**config.mk**
```make
export PLATFORM = sky130hd
export DESIGN_NAME = pux_feed_flat
export DESIGN_NICKNAME = d
export VERILOG_FILES = /design/src/rtl/pux_feed_if.sv /design/src/rtl/pux_feed.sv /design/src/flat_wrapper.sv
export SDC_FILE = /design/constraint.sdc
export NUM_CORES = 1
export LEC_CHECK = 0
export CORE_AREA = 8 8 230 232
export CTS_BUF_LIST = sky130_fd_sc_hd__clkbuf_8
export CTS_CLUSTER_DIAMETER = 200
export DETAILED_ROUTE_END_ITERATION = 10
export DIE_AREA = 0 0 238 240
export PLACE_DENSITY = 0.65
export SLEW_MARGIN = 20
export SYNTH_ARGS = -nofsm -noshare
export SYNTH_HDL_FRONTEND = slang
export SYNTH_SLANG_ARGS = --single-unit
export TNS_END_PERCENT = 30
```
**constraint.sdc**
```tcl
create_clock -name clk -period 4.5 [get_ports clk]
set_input_delay 0.45 -clock clk [delete_from_list [all_inputs] [get_ports clk]]
set_output_delay 0.45 -clock clk [all_outputs]
set_load 0.03 [all_outputs]
```
**src/rtl/pux_feed_if.sv**
```systemverilog
// Stream bundle between pux_feed (master) and the pux stream interface (slave):
// opcode, three operand channels and the returning status word.
interface pux_feed_if #(
   parameter int OPCW  = 8,
   parameter int DATAW = 16
);
   logic [OPCW-1:0]  axis_opcode_data;
   logic             axis_opcode_valid;
   logic             axis_opcode_ready;
   logic [DATAW-1:0] axis_abuff_data;
   logic             axis_abuff_valid;
   logic             axis_abuff_ready;
   logic [DATAW-1:0] axis_bbuff_data;
   logic             axis_bbuff_valid;
   logic             axis_bbuff_ready;
   logic [DATAW-1:0] axis_mbuff_data;
   logic             axis_mbuff_valid;
   logic             axis_mbuff_ready;
   logic [DATAW-1:0] axis_status_data;
   logic             axis_status_valid;
   logic             axis_status_ready;

   modport master (
      output axis_opcode_data, axis_opcode_valid, input axis_opcode_ready,
      output axis_abuff_data, axis_abuff_valid, input axis_abuff_ready,
      output axis_bbuff_data, axis_bbuff_valid, input axis_bbuff_ready,
      output axis_mbuff_data, axis_mbuff_valid, input axis_mbuff_ready,
      input axis_status_data, axis_status_valid, output axis_status_ready
   );

   modport slave (
      input axis_opcode_data, axis_opcode_valid, output axis_opcode_ready,
      input axis_abuff_data, axis_abuff_valid, output axis_abuff_ready,
      input axis_bbuff_data, axis_bbuff_valid, output axis_bbuff_ready,
      input axis_mbuff_data, axis_mbuff_valid, output axis_mbuff_ready,
      output axis_status_data, axis_status_valid, input axis_status_ready
   );
endinterface

```
**src/rtl/pux_feed.sv**
```systemverilog
// Initiator-side feeder for the pux stream interface: opcode, A/B/M operand streams, status.
// Optional status-wait timeout enabled by defining PUX_FEED_TIMEOUT_EN.

// One operand channel: local buffer plus its own registered AXIS source.
module pux_feed_lane #(
   parameter int DATAW = 16,
   parameter int DEPTH = 8,
   parameter int AW    = 3
) (
   input  logic             clk,
   input  logic             rst,
   input  logic             wr_en,
   input  logic [AW-1:0]    wr_addr,
   input  logic [DATAW-1:0] wr_data,
   input  logic             clr,
   input  logic             launch,
   input  logic [AW:0]      len,
   input  logic             ready,
   output logic             valid,
   output logic [DATAW-1:0] data,
   output logic             cmpl
);
   localparam logic [AW-1:0] ADDR0 = '0;

   logic [DATAW-1:0] mem [DEPTH];
   logic [AW:0]      cnt;
   logic [AW:0]      cnt_nxt;

   assign cnt_nxt = cnt + 1'b1;

   always_ff @(posedge clk) begin
      if (wr_en) mem[wr_addr] <= wr_data;
   end

   // data is prefetched into an output register so it only moves on a handshake
   always_ff @(posedge clk) begin
      if (rst) begin
         valid <= 1'b0;
         data  <= '0;
         cnt   <= '0;
         cmpl  <= 1'b0;
      end else if (clr) begin
         valid <= 1'b0;
         cnt   <= '0;
         cmpl  <= 1'b0;
      end else if (launch) begin
         valid <= 1'b1;
         data  <= mem[ADDR0];
      end else if (valid && ready) begin
         if (cnt_nxt == len) begin
            valid <= 1'b0;
            cmpl  <= 1'b1;
         end else begin
            cnt  <= cnt_nxt;
            data <= mem[cnt_nxt[AW-1:0]];
         end
      end
   end
endmodule

module pux_feed #(
   parameter int OPCW    = 8,
   parameter int DATAW   = 16,
   parameter int DEPTH   = 8,
   parameter int AW      = 3,
   parameter int TIMEOUT = 255
) (
   input  logic             clk,
   input  logic             rst,
   input  logic             cfg_wr_en,
   input  logic [1:0]       cfg_wr_sel,
   input  logic [AW-1:0]    cfg_wr_addr,
   input  logic [DATAW-1:0] cfg_wr_data,
   input  logic [AW:0]      cfg_len,
   input  logic             stream_reqest,
   pux_feed_if.master       axis,
   output logic             busy,
   output logic             done,
   output logic [DATAW-1:0] status_q,
   output logic             timeout_err
);
   localparam int NUM_LANES = 3;
   localparam logic [AW:0] DEPTH_L = (AW+1)'(DEPTH);

   if (DEPTH < 2 || (DEPTH & (DEPTH - 1)) != 0 || AW != $clog2(DEPTH) || TIMEOUT < 1)
   begin : g_bad_cfg
      $error("pux_feed: illegal parameter set");
   end

   typedef enum logic [1:0] {IDLE, OPC, DATA, STAT} state_t;

   state_t                        state_q, state_d;
   logic [AW:0]                   len_q;
   logic [OPCW-1:0]               opc_q;
   logic                          opc_valid, stat_ready;
   logic                          wr_ok, start, opc_hs, launch, stat_hs, tmo;
   logic [NUM_LANES-1:0]          ln_valid, ln_ready, ln_cmpl;
   logic [NUM_LANES-1:0][DATAW-1:0] ln_data;

   always_ff @(posedge clk) begin
      if (rst) state_q <= IDLE;
      else     state_q <= state_d;
   end

   always_comb begin
      state_d = state_q;
      case (state_q)
         IDLE: if (start)    state_d = OPC;
         OPC:  if (opc_hs)   state_d = (len_q == '0) ? STAT : DATA;
         DATA: if (&ln_cmpl) state_d = STAT;
         STAT: if (stat_hs || tmo) state_d = IDLE;
         default:            state_d = IDLE;
      endcase
   end

   // done is high in the first IDLE cycle, which blocks a back-to-back start
   always_comb begin
      busy    = (state_q != IDLE);
      wr_ok   = cfg_wr_en && (state_q == IDLE);
      start   = (state_q == IDLE) && stream_reqest && !done;
      opc_hs  = opc_valid && axis.axis_opcode_ready;
      launch  = opc_hs && (len_q != '0);
      stat_hs = stat_ready && axis.axis_status_valid;
   end

   always_ff @(posedge clk) begin
      if (rst) begin
         opc_q      <= '0;
         len_q      <= '0;
         opc_valid  <= 1'b0;
         stat_ready <= 1'b0;
         done       <= 1'b0;
         status_q   <= '0;
      end else begin
         opc_valid  <= (state_d == OPC);
         stat_ready <= (state_d == STAT);
         done       <= (state_q == STAT) && (state_d == IDLE);
         if (wr_ok && cfg_wr_sel == 2'd3) opc_q <= cfg_wr_data[OPCW-1:0];
         if (start) len_q <= (cfg_len > DEPTH_L) ? DEPTH_L : cfg_len;
         if (stat_hs)  status_q <= axis.axis_status_data;
         else if (tmo) status_q <= '1;
      end
   end

   for (genvar i = 0; i < NUM_LANES; i++) begin : g_lane
      pux_feed_lane #(.DATAW(DATAW), .DEPTH(DEPTH), .AW(AW)) u_lane (
         .clk     (clk),
         .rst     (rst),
         .wr_en   (wr_ok && (cfg_wr_sel == 2'(i))),
         .wr_addr (cfg_wr_addr),
         .wr_data (cfg_wr_data),
         .clr     (start),
         .launch  (launch),
         .len     (len_q),
         .ready   (ln_ready[i]),
         .valid   (ln_valid[i]),
         .data    (ln_data[i]),
         .cmpl    (ln_cmpl[i])
      );
   end

   assign ln_ready = {axis.axis_mbuff_ready, axis.axis_bbuff_ready, axis.axis_abuff_ready};
   assign axis.axis_opcode_data  = opc_q;
   assign axis.axis_opcode_valid = opc_valid;
   assign axis.axis_abuff_data   = ln_data[0];
   assign axis.axis_abuff_valid  = ln_valid[0];
   assign axis.axis_bbuff_data   = ln_data[1];
   assign axis.axis_bbuff_valid  = ln_valid[1];
   assign axis.axis_mbuff_data   = ln_data[2];
   assign axis.axis_mbuff_valid  = ln_valid[2];
   assign axis.axis_status_ready = stat_ready;

`ifdef PUX_FEED_TIMEOUT_EN
   logic [15:0] tcnt;
   logic        terr;

   assign tmo         = (state_q == STAT) && !stat_hs && (tcnt == 16'(TIMEOUT - 1));
   assign timeout_err = terr;

   always_ff @(posedge clk) begin
      if (rst) begin
         tcnt <= '0;
         terr <= 1'b0;
      end else begin
         tcnt <= (state_q == STAT) ? tcnt + 1'b1 : '0;
         if (tmo) terr <= 1'b1;
      end
   end
`else
   assign tmo         = 1'b0;
   assign timeout_err = 1'b0;
`endif
endmodule

```
**src/flat_wrapper.sv**
```systemverilog
// flat-port wrapper written by rule: the top's interface ports become plain ports
module pux_feed_flat 
#(
   parameter int OPCW    = 8,
   parameter int DATAW   = 16,
   parameter int DEPTH   = 8,
   parameter int AW      = 3,
   parameter int TIMEOUT = 255
)
  (clk, rst, cfg_wr_en, cfg_wr_sel, cfg_wr_addr, cfg_wr_data, cfg_len, stream_reqest, busy, done, status_q, timeout_err, axis_axis_opcode_data, axis_axis_opcode_valid, axis_axis_opcode_ready, axis_axis_abuff_data, axis_axis_abuff_valid, axis_axis_abuff_ready, axis_axis_bbuff_data, axis_axis_bbuff_valid, axis_axis_bbuff_ready, axis_axis_mbuff_data, axis_axis_mbuff_valid, axis_axis_mbuff_ready, axis_axis_status_data, axis_axis_status_valid, axis_axis_status_ready);
  pux_feed_if #(.OPCW(OPCW), .DATAW(DATAW)) axis_i ();
  input  logic clk;
  input  logic rst;
  input  logic cfg_wr_en;
  input  logic [1:0] cfg_wr_sel;
  input  logic [AW-1:0] cfg_wr_addr;
  input  logic [DATAW-1:0] cfg_wr_data;
  input  logic [AW:0] cfg_len;
  input  logic stream_reqest;
  output logic busy;
  output logic done;
  output logic [DATAW-1:0] status_q;
  output logic timeout_err;
  output wire logic [$bits(axis_i.axis_opcode_data)-1:0] axis_axis_opcode_data;
  output wire logic [$bits(axis_i.axis_opcode_valid)-1:0] axis_axis_opcode_valid;
  input wire logic [$bits(axis_i.axis_opcode_ready)-1:0] axis_axis_opcode_ready;
  output wire logic [$bits(axis_i.axis_abuff_data)-1:0] axis_axis_abuff_data;
  output wire logic [$bits(axis_i.axis_abuff_valid)-1:0] axis_axis_abuff_valid;
  input wire logic [$bits(axis_i.axis_abuff_ready)-1:0] axis_axis_abuff_ready;
  output wire logic [$bits(axis_i.axis_bbuff_data)-1:0] axis_axis_bbuff_data;
  output wire logic [$bits(axis_i.axis_bbuff_valid)-1:0] axis_axis_bbuff_valid;
  input wire logic [$bits(axis_i.axis_bbuff_ready)-1:0] axis_axis_bbuff_ready;
  output wire logic [$bits(axis_i.axis_mbuff_data)-1:0] axis_axis_mbuff_data;
  output wire logic [$bits(axis_i.axis_mbuff_valid)-1:0] axis_axis_mbuff_valid;
  input wire logic [$bits(axis_i.axis_mbuff_ready)-1:0] axis_axis_mbuff_ready;
  input wire logic [$bits(axis_i.axis_status_data)-1:0] axis_axis_status_data;
  input wire logic [$bits(axis_i.axis_status_valid)-1:0] axis_axis_status_valid;
  output wire logic [$bits(axis_i.axis_status_ready)-1:0] axis_axis_status_ready;
  assign axis_axis_opcode_data = axis_i.axis_opcode_data;
  assign axis_axis_opcode_valid = axis_i.axis_opcode_valid;
  assign axis_i.axis_opcode_ready = axis_axis_opcode_ready;
  assign axis_axis_abuff_data = axis_i.axis_abuff_data;
  assign axis_axis_abuff_valid = axis_i.axis_abuff_valid;
  assign axis_i.axis_abuff_ready = axis_axis_abuff_ready;
  assign axis_axis_bbuff_data = axis_i.axis_bbuff_data;
  assign axis_axis_bbuff_valid = axis_i.axis_bbuff_valid;
  assign axis_i.axis_bbuff_ready = axis_axis_bbuff_ready;
  assign axis_axis_mbuff_data = axis_i.axis_mbuff_data;
  assign axis_axis_mbuff_valid = axis_i.axis_mbuff_valid;
  assign axis_i.axis_mbuff_ready = axis_axis_mbuff_ready;
  assign axis_i.axis_status_data = axis_axis_status_data;
  assign axis_i.axis_status_valid = axis_axis_status_valid;
  assign axis_axis_status_ready = axis_i.axis_status_ready;
  pux_feed #(.OPCW(OPCW), .DATAW(DATAW), .DEPTH(DEPTH), .AW(AW), .TIMEOUT(TIMEOUT)) u_core (.clk(clk), .rst(rst), .cfg_wr_en(cfg_wr_en), .cfg_wr_sel(cfg_wr_sel), .cfg_wr_addr(cfg_wr_addr), .cfg_wr_data(cfg_wr_data), .cfg_len(cfg_len), .stream_reqest(stream_reqest), .axis(axis_i), .busy(busy), .done(done), .status_q(status_q), .timeout_err(timeout_err));
endmodule
```
Word-level counts from Yosys, hierarchy flattened
Memory sizes are Yosys's and may differ from the RTL's.
Cells that the tools add are included.

storage, ports and cells
  memories = 3
  bits in registers = 99
  bits of input ports = 50
  RAM bits = 384
  output and inout port bits = 80
  memory bits (read-only) = 0
  latch bits = 0
  logic and storage cells = 117

memory list
  name                         depth  width  read ports  clocked after memory_dff  wr ports  line            RTL
  u_core.g_lane[0].u_lane.mem  8      16     2           0                         1         pux_feed.sv:25  logic [DATAW-1:0] mem [DEPTH];
  u_core.g_lane[1].u_lane.mem  8      16     2           0                         1         pux_feed.sv:25
  u_core.g_lane[2].u_lane.mem  8      16     2           0                         1         pux_feed.sv:25

operators by class
  reduce and logical (&&, ||, !) cells = 41
  $lt $le $gt $ge = 1
  $mul = 0
  mux-type cells = 31
  shifts and indexed selects = 0
  equal/unequal tests = 14
  bitwise gates (word level) = 5
  div/mod/pow operators = 0
  add/subtract/negate cells = 3

operator list
  kind                                                  count
  two-way mux 16 bit                                    9
  AND reduction 3 bit                                   10
  two-way mux 1 bit                                     16
  logical AND 1 bit                                     14
  nonzero test 2 bit                                    7
  adder 4 x 1 -> 4 bit (second input constant)          3
  equality test 4 bit                                   3
  equality test 2 bit (second input constant)           5
  two-way mux 2 bit                                     4
  case mux 2 bit (4 select lines)                       1
  equality test 2 x 1 -> 1 bit (second input constant)  3
  logical NOT 2 bit                                     3
  AND reduction 2 bit                                   3
  NOT 1 bit                                             5
  > comparator 4 bit (second input constant)            1
  logical NOT 4 bit                                     1
  two-way mux 4 bit                                     1
  != test 2 x 1 -> 1 bit (second input constant)        2
  nonzero test 4 bit                                    1
  != test 2 bit (second input constant)                 1
  OR reduction 2 bit                                    1
  logical NOT 1 bit                                     1

Logic depth before layout (Yosys ltp)
Gate-level depths: netlist of run 1.

  depth in word-level cells = 7
  depth in mapped cells = 9
  gate-level depth less buffers = 6

Hierarchy
Synthesis of run 1 repeated with hierarchy kept, for this count alone.

second synthesis, totals
  cells, all modules = 1080
  area, all modules = 18874.4 µm²

modules (own cells, without submodules)
  module                                        times used  seq. area each (µm²)  cells each  area each (µm²)
  pux_feed_lane at u_core.g_lane[0].u_lane ...  2           4284.1                308         5839.4
  pux_feed_lane at u_core.g_lane[2].u_lane      1           4284.1                308         5865.6
  pux_feed                                      1           660.6                 156         1330.0

Least setup slack after synthesis of run 1
Ideal clock, no wire load.

  kind = register to register
  from = register u_core.state_q[1]
  to = memory u_core.g_lane[0].u_lane.mem[3][0], enable pin
  setup time = 0.388 ns
  stages on the path, launching flop included = 7
  slack = 2.238 ns
  arrival time = 1.873 ns
  buffers on the path = 2
  required time = 4.112 ns
  period minus slack after synthesis = 2.262 ns
  cell sequence = dfxtp_1 > buf_2 > nor2_1 > nand2_1 > or3_1 > clkbuf_1 > nor2_1

on the way
  word-level cells in the longest chain between the ends = 5

RTL lines
  what                                     line             RTL
  from (decl)                              pux_feed.sv:92   state_t state_q, state_d;
  from (signal assigned)                   pux_feed.sv:102  else state_q <= state_d;
  logical NOT 2 bit                        pux_feed.sv:119  wr_ok = cfg_wr_en && (state_q == IDLE);
  logical AND 1 bit                        pux_feed.sv:119
  logical AND 1 bit                        pux_feed.sv:149  .wr_en (wr_ok && (cfg_wr_sel == 2'(i))),
  two-way mux 1 bit                        pux_feed.sv:32   if (wr_en) mem[wr_addr] <= wr_data;
  two-way mux 1 bit (implied by the code)  pux_feed.sv:32
  to (decl)                                pux_feed.sv:25

No other way between the ends.

Worst setup path in the final report of run 1
  from = register u_core.len_q[3]
  to = register u_core.g_lane[1].u_lane.data[1]

on the way
  word-level cells in the longest chain between the ends = 4
  elaborated cells on any way between the ends = 7
  those cells by class = eq/ne: 2; mux: 1; reduce/logical: 4

RTL lines
  what                                                                           line             RTL
  from (decl)                                                                    pux_feed.sv:93   logic [AW:0] len_q;
  from (signal assigned)                                                         pux_feed.sv:139  if (start) len_q <= (cfg_len > DEPTH_L) ? DEPTH_L : cfg_len;
  nonzero test 4 bit                                                             pux_feed.sv:122  launch = opc_hs && (len_q != '0);
  logical AND 1 bit                                                              pux_feed.sv:122
  != test 2 x 1 -> 1 bit (no line) / nonzero test 2 bit (equally long branches)  n/a
  AND reduction 3 bit (no line)                                                  n/a
  to (signal assigned)                                                           pux_feed.sv:48   data <= mem[ADDR0];
  to (signal assigned)                                                           pux_feed.sv:55   data <= mem[cnt_nxt[AW-1:0]];
  to (decl)                                                                      pux_feed.sv:20   output logic [DATAW-1:0] data,

Several ways; a longest one is shown, not always the timed one.
A chain may end at the register's enable or synchronous reset.

==> results of run 1 <==
==> power groups by stage <==
stage | Clock (mW) | Combinational [mW] | Sequential, mW
6_report | 3.82 | 0.428 | 4.89
5_1_grt | 4.11 | 0.458 | 4.89
4_1_cts | 3.92 | 0.433 | 4.89
3_5_place_dp | 0 | 0.431 | 4.99
3_3_place_gp | 0 | 0.423 | 4.99
2_1_floorplan | 0 | 0.182 | 5.01
==> state kept, by name, summed over array words and instances, names as in the netlist <==
name,flops
u_core.axis.axis_opcode_data,8
u_core.axis.axis_opcode_valid,1
u_core.axis.axis_status_ready,1
u_core.done,1
u_core.g_lane.u_lane.cmpl,3
u_core.g_lane.u_lane.cnt,12
u_core.g_lane.u_lane.data,48
u_core.g_lane.u_lane.mem,384
u_core.g_lane.u_lane.valid,3
u_core.len_q,4
u_core.state_q,2
u_core.status_q,16
==> cell type report <==
type                       count  area [um^2]
clock buffer                  87         1197
tap                          672        840.8
clock inverter                61        409.1
inverter                       3        11.26
multi-input combinational    729         5553
timing repair buffer         166         1546
fill                        4331        26380
sequential                   483        13510
==> cells in the final DEF (no fill, tap or decap), drive strengths merged, types with 4 or more instances in the layout <==
cell / n
and2: 11
a31oi: 5
clkdlybuf4s50: 121
a311oi: 48
a21oi: 76
buf: 45
a211oi: 4
bufinv: 5
clkbuf: 87
xnor2: 14
clkinv: 18
nand2: 99
clkinvlp: 6
nand3b: 8
mux2i: 204
edfxtp: 384
a22oi: 96
inv: 35
xor2: 8
nand3: 54
nand4: 6
dfxtp: 99
nor2: 63
or3: 4
==> cells by family (layout without fill, tap and decap cells) <==
group,after synthesis,in the layout
xor gates and xnor gates,25,25
and+or+nand+nor,260,260
other,1,1
DFF,483,483
buffers and inverters,95,317
AOI/OAI and AO/OA,236,236
adders and majority gates,3,3
muxes,204,204
==> Yosys cell counts (all sizes together) <==
cell     instances
nand3           54
nor2            63
xor3             1
nand3b           8
nand4b           1
and2            11
xor2             8
clkbuf          43
a2111oi          1
dfxtp           99
a31oi            5
a21bo            2
a21oi           76
a211o            2
ha               3
nand4            6
nor3b            3
xnor2           14
inv              3
xnor3            2
a22oi           96
o21ai            2
nand2b           2
nand2           99
edfxtp         384
or3b             1
and3             2
or2              1
conb             1
a211oi           4
or3              4
mux2i          204
a311oi          48
nor3             2
nor2b            2
nor4             1
buf             49
==> worst max-delay path by stage <==
stage | end | slack, ns | from
finish | u_core.g_lane[1].u_lane.data[1]$_SDFFE_PP0P_ | 1.39 | u_core.len_q[3]$_SDFFE_PP0P_
global route | u_core.g_lane[1].u_lane.data[1]$_SDFFE_PP0P_ | 1.22 | u_core.len_q[3]$_SDFFE_PP0P_
CTS | u_core.g_lane[1].u_lane.data[1]$_SDFFE_PP0P_ | 1.42 | u_core.len_q[3]$_SDFFE_PP0P_
detailed placement | u_core.g_lane[1].u_lane.data[1]$_SDFFE_PP0P_ | 1.11 | axis_axis_opcode_ready
global placement | u_core.g_lane[2].u_lane.data[14]$_SDFFE_PP0P_ | 1.18 | axis_axis_opcode_ready
floorplan | u_core.g_lane[0].u_lane.mem[3][0]$_DFFE_PP_ | 2.24 | u_core.state_q[1]$_SDFF_PP0_
==> routing by layer <==
metal | part of all wire | GRT usage
met4 | 0.022 | 0.05099
met3 | 0.054 | 0.03644
met2 | 0.46 | 0.2554
met5 | 0 | 0
met1 | 0.46 | 0.2178
==> metrics by stage <==
stage               hold slack (ns)    util  instances  cell area (um^2)  power, mW
floorplan                    0.4364       -       1307             19500      5.196
detailed placement           0.4465  0.4341       2052             21470      5.417
finish                       0.3482  0.4665       2201             23070      9.144
global placement             0.4411  0.4342       2052             21470      5.408
global route                 0.3128  0.4665       2201             23070      9.465
CTS                          0.3042  0.4666       2200             23080      9.245
==> results.txt, run 1 <==
- Dividing the final minimum period by the clock period gives 0.6918.
- The clock reaches the later pin of the worst-skew pair after 0.65 ns.
- Number of search-and-repair iterations in the first detailed-routing pass: 5
- Clock slew seen by the registers of the worst setup and hold paths: 0.07 ns
- Of the total synthesized cell area, the portion taken by AND, OR, NAND and NOR gates is 0.06396.
- Area grow syn2layout: 18.29%
* Wire length of the first global-routing pass: 70370 um
- Finish-stage setup viols: 0
* Adder and majority gate portion of the synthesized area: 0.001925
* Post-route DRC: 0
- Area of the placeable core: 49450 um^2
- At the pin with the least slew margin, the transition time is 1.091 ns.
- Data arrives at the worst endpoint at 3.64 ns.
- Initial standard-cell utilization of the core: 0.3944
- Placed wire-length estimate after detailed placement: 29130 um
- Shortest clock period the worst path allows after layout: 3.113 ns
- Number of top-level design ports: 130
- The cell family contributing the most delay on the critical path is simple AND/OR/NAND/NOR gates.
* Count of instances resized after the clock tree is built: 0
* Clk network pwr share: 0.418
- Netlist area before placement: 19500 um^2
* Total congestion overflow after global routing: 0
- Of the post-synthesis cell area, the part taken by muxes is 0.1047.
- Area share of the largest cell type after synthesis: 0.5912
* Hold buffer count at cts: 0
- Total count of max-transition violations in the final report: 0
- Count of port buffers added during placement: 128
* Count of inserted antenna diode cells: 0
- By startpoint and endpoint, the worst setup path is classified as flip-flop to flip-flop.
- Buffers and inverters on the worst path: 0
* Crit start category: flip-flop
* Hold path start: rst
- Setup repair after global routing left no endpoint under its margin.
- The tool flagged a number of max-cap violations equal to 0.
- The tree is rooted in a clkbuf_8.
- Via/cell ratio: 5.216
- The worst hold path passes through 2 cells.
* Hold Crit Endpoint: u_core.axis.axis_opcode_data[3]$_SDFFE_PP0P_
- Average wire per standard cell: 21.42 um
- Routability congestion estimate: 0.7523
* Sequential fraction of design power: 0.535
* Slowest cell delay on critical path: 0.76 ns
* Combinational share of power: 0.047
* Number of sinks driven by the clock tree: 483
* GRT Util Overall: 0.1608
* Fraction of power spent switching nets: 0.2242
* Number of hold violations in the final report: 0
- Measured along the x axis, the die boundary spans 238 um.
- Main combinational cell family by area after synthesis: multiplexers
- Via Count: 11481
- Setup clock skew after layout: 0.02559 ns
* Crit path capture type: flip-flop
* Class of the most critical hold timing path: input pin to flip-flop
- After floorplanning, the core was divided into 82 placement rows.
- Once the clock tree was built, the setup fixing pass inserted 0 buffers.
- In the final layout, the share of cells above drive strength 1 is 0.1413.
* Total of warnings raised by yosys: 0
- The flow ran to the end, and the final reports show no timing, DRC or antenna violations.
- Among all stages on the critical path, the largest delay is contributed by or2_2.
- Fin Setup TNS: 0 ns
* R2r worst-path depth: 5
- Detailed-route wire length: 47140 um
* Per-instance average area after synthesis: 14.92 um^2
- In this run the static leakage power is 7.191 nW.
* Clock H-tree levels: 3
- The number of nets in the synthesized netlist is 1360.
- Prior to clock tree synthesis, the placed netlist has a worst setup slack of 1.110 ns.
- Distinct cell type count after synthesis: 51
- Cell type with the highest aggregate area in the netlist: edfxtp_1
- In this run the critical register-to-register path is captured at u_core.g_lane[1].u_lane.data[1]$_SDFFE_PP0P_.
* Critical path, cell by cell: nor4_2 > or2_2 > nand4_4 > and2_1 > a311oi_1
- For flop-to-flop paths, the worst setup slack is 1.39 ns.
- Area enclosed by the die boundary: 57120 um^2
- Share of the yosys chip area belonging to registers: 0.6928
- The post-synthesis compound-gate area fraction is 0.09674.
- Internal power comes to 7.094 mW.
* Drt initial violations: 964
- Fmax: 321.2 MHz
* XOR/XNOR share of the synthesized area: 0.01424
* Via count of the first global-routing pass: 11573
* Y dimension of the die: 240 um
- Total CTS buffers: 81
- The critical path runs through a total of 5 cells.
- Leading post-synthesis cells by cell area: edfxtp_1 59%, mux2i_1 10%, dfxtp_1 10%
- Number of instances in the synthesized netlist: 1307
- The analysis attributes to net switching a power of 2.050 mW.
* Relative slew slack: 0.2707
- After layout, the worst setup slack is 1.387 ns.
* Antenna violations before repair: 0
- The clock passes through at most 3 buffers.
- Clock tree from TritonCTS: yes
* Data required time of the worst path: 5.03 ns
- Entering global routing, the biggest net connects 83 pins.
- Of all nets on the critical path, the largest fanout is 27.
- At the end of the flow, the number of nets in the layout was 1517.
* Worst IR Drop VDD: 378.4 uV
- In this run, synthesis produced a sequential element count of 483.
- Number of nets with antenna violations after routing: 0
- The worst register-to-register path begins at u_core.len_q[3]$_SDFFE_PP0P_.
* Pwr per Cell Area: 396.3 nW/um^2
No activity file was read; power rests on OpenSTA's default activity.
==> inputs of run 2 (changes only) <==
==> constraint.sdc (replaced) <==
create_clock -name clk -period 3 [get_ports clk]
set_input_delay 0.3 -clock clk [delete_from_list [all_inputs] [get_ports clk]]
set_output_delay 0.3 -clock clk [all_outputs]
set_load 0.03 [all_outputs]
==> run 2 against run 1 <==
Register-to-register slack worse by 0.77 ns. Via count up 0.86%. Sequential power up 50%. Largest power group unchanged. Critical path depth down 2. Die area unchanged. Cell area about the same. Non-clock buffer count up 16. First-iteration DRC count down 0.73%. Critical path type is now flip-flop to primary output.
==> results.txt, run 2 (synthesis gave the netlist of run 1 again) <==
* Run status: finished, final reports clean (unchanged)
- Chip width: 238 um (unchanged)
* Net switching power: 3.041 mW (was 2.050 mW)
- The relative contribution of the clock network to total power was 0.395 (was 0.418).
* Worst IR Drop VDD: 297.3 uV (was 378.4 uV)
- Static timing analysis puts the maximum clock frequency at 397.7 MHz.
- The vertical die dimension was 240 um (unchanged).
- The final routed wirelength across all metal layers was 47790 um (was 47140 um).
- The number of flip-flops in the largest register came to 384 (unchanged).
- The number of hold-repair buffers added at the cts stage is 0 (unchanged).
- Relative slew slack: 0.3115 (was 0.2707)
* Count of instances resized after the clock tree is built: 0 (unchanged)
* Total count of max-transition violations in the final report: 0 (unchanged)
- Commonest cells after routing, fill and taps aside: 384 x edfxtp_1, 204 x mux2i_1, 126 x clkdlybuf4s50_1, 99 x nand2_1, 99 x dfxtp_1 (was 384 x edfxtp_1, 204 x mux2i_1, 121 x clkdlybuf4s50_1, 99 x nand2_1, 99 x dfxtp_1)
- Area grow syn2layout: 18.33% (was 18.29%)
- Number of hold violations in the final report: 0 (unchanged)
- The share of total power in combinational logic came to 0.050 (was 0.047).
- The residual DRC count was 0 (unchanged).
- Number of search-and-repair iterations in the first detailed-routing pass: 5 (unchanged)
- The row count is 82 (unchanged).
* Antenna violations before repair: 2 (was 0)
- Crit start category: flip-flop (unchanged)
- The kind of path behind the tightest hold check was input pin to flip-flop (unchanged).
* Share of post-route cells with drive strength above 1: 0.1389 (was 0.1413)
- Largest registers: u_core.g_lane.u_lane.mem x384, u_core.g_lane.u_lane.data x48, u_core.status_q x16 (unchanged)
* Hold WS: 0.1083 ns (was 0.3482 ns)
- The quantity of I/O buffers inserted on ports was 128 (unchanged).
- Clock H-tree levels: 3 (unchanged)
- Leakage Power: 7.234 nW (was 7.191 nW)
- The core outline area was 49450 um^2 (unchanged).
- Drt initial violations: 957 (was 964)
- The pin count of the biggest net entering global routing came to 66 (was 83).
- Clock tree root buffer cell: clkbuf_8 (unchanged)
- Wire length of the first global-routing pass: 72470 um (was 70370 um)
- Via/cell ratio: 5.230 (was 5.216)
- The sort of element at the end of the critical path was a primary output (was flip-flop).
- Via count of the first global-routing pass: 11776 (was 11573)
* Core utilization of the finished layout: 0.4667 (was 0.4665)
- Initial standard-cell utilization of the core: 0.3944 (unchanged)
- The power density over the cells is 571.9 nW/um^2 (was 396.3 nW/um^2).
* Clock slew seen by the registers of the worst setup and hold paths: 0.06 ns (was 0.07 ns)
- The per-cell routed wire length is 21.59 um (was 21.42 um).
- Fraction of power spent switching nets: 0.2304 (was 0.2242)
- The post-DP HPWL was 28890 um (was 29130 um).
* Via Count: 11580 (was 11481)
* Finish-stage setup viols: 0 (unchanged)
- Area enclosed by the die boundary: 57120 um^2 (unchanged)
* Leading cell type in the layout, fill and taps excluded: edfxtp_1 (unchanged)
- Internal power: 10.16 mW (was 7.094 mW)
- The data required time of the worst path is 2.70 ns (was 5.03 ns).
* # Max-Cap Violations: 0 (unchanged)
- Routability congestion estimate: 0.7911 (was 0.7523)
- The post-CTS setup buffer count came to 0 (unchanged).
- The slew at the pin closest to its max-slew limit is 1.030 ns (was 1.091 ns).
- Total congestion overflow after global routing: 0 (unchanged)
* Insertion delay of the later-clocked pin in the worst-skew pair: 0.65 ns (about the same)
* Setup clock skew after layout: 0.02904 ns (was 0.02559 ns)
- The CTS sink count came to 483 (unchanged).
- Worst-path maximum fanout: 8 (was 27)
* Share of the clock period used by the worst path: 0.8382
* GRT Util Overall: 0.1658 (was 0.1608)
- The worst path needs 2.515 ns of the cycle, external delays included.
* Sequential fraction of design power: 0.556 (was 0.535)
- The top register by number of flip-flops was u_core.g_lane.u_lane.mem (unchanged).
* Clock tree from TritonCTS: yes (unchanged)
* Total CTS buffers: 78 (was 81)
* Class of the most critical setup path: flip-flop to primary output (was flip-flop to flip-flop)
* Fin Setup TNS: 0 ns (unchanged)
- Number of top-level design ports: 130 (unchanged)
* Power, Total: 13.20 mW (was 9.144 mW)
- Net count of the finished layout: 1530 (was 1517)
* Worst endpoint data arrival time: 2.21 ns (was 3.64 ns)
- RSZ-0062 raised after global routing: false (unchanged).
* Number of nets with antenna violations after routing: 0 (unchanged)
* Largest buffer count on any clock path: 3 (unchanged)
-- run 2: cell count changes in the layout (fill, tap and decap cells not counted), moves of 4 or more --
cell and delta:
buf_2 -5, buf_4 +13, bufinv_16 -5, clkdlybuf4s50_1 +5, clkinvlp_4 -5, inv_1 +4
-- run 2: layer usage --
layer,GRT usage,vias up,wire [um]
met1,0.2280,5749,21850
met3,0.03598,77,2958
met5,0,-,0
met4,0.06010,0,1111
met2,0.2573,363,21870
li1,-,5391,-
-- run 2: worst max-delay path, cell delays in order (launching register included) --
cell and delay [ns]:
dfxtp_1 0.38, nor2_1 0.48, inv_1 0.09, clkdlybuf4s50_1 0.62
-- run 2: area by class of cell --
type	instances	area (um^2)
multi-input combinational	729	5545
antenna	1	2.502
timing repair buffer	182	1729
sequential	483	13510
clock buffer	85	1170
fill	4382	26370
inverter	3	11.26
clock inverter	59	266.5
tap	672	840.8
-- run 2: stage by stage --
| step | cell area [um^2] | setup WS [ns] | cells |
|---|---|---|---|
| 2_1_floorplan | 19500 | 0.7384 | 1307 |
| 3_3_place_gp | 21640 | 0.5527 | 2069 |
| 3_5_place_dp | 21640 | 0.5228 | 2069 |
| 4_1_cts | 23080 | 0.4446 | 2213 |
| 5_1_grt | 23080 | 0.3652 | 2214 |
| 6_report | 23080 | 0.4854 | 2214 |
-- run 2: worst paths after layout --
path,slack (ns),startpoint,end,depth (start not counted)
setup / recovery,0.49,u_core.state_q[0]$_SDFF_PP0_,busy,3
hold / removal,0.11,rst,u_core.state_q[1]$_SDFF_PP0_,2
setup reg to reg,0.62,u_core.g_lane[1].u_lane.cnt[0]$_SDFFE_PP0P_,u_core.g_lane[1].u_lane.data[1]$_SDFFE_PP0P_,7
hold reg to reg,0.45,u_core.status_q[5]$_SDFFE_PP0P_,u_core.status_q[5]$_SDFFE_PP0P_,2
-- run 2: power groups by stage --
stage / logic (mW) / clock network [mW] / registers (mW)
after floorplan: 0.273 / 0 / 7.52
after global placement: 0.650 / 0 / 7.47
after detailed placement: 0.661 / 0 / 7.48
after CTS: 0.663 / 5.35 / 7.33
after global routing: 0.707 / 5.65 / 7.34
final: 0.654 / 5.21 / 7.33
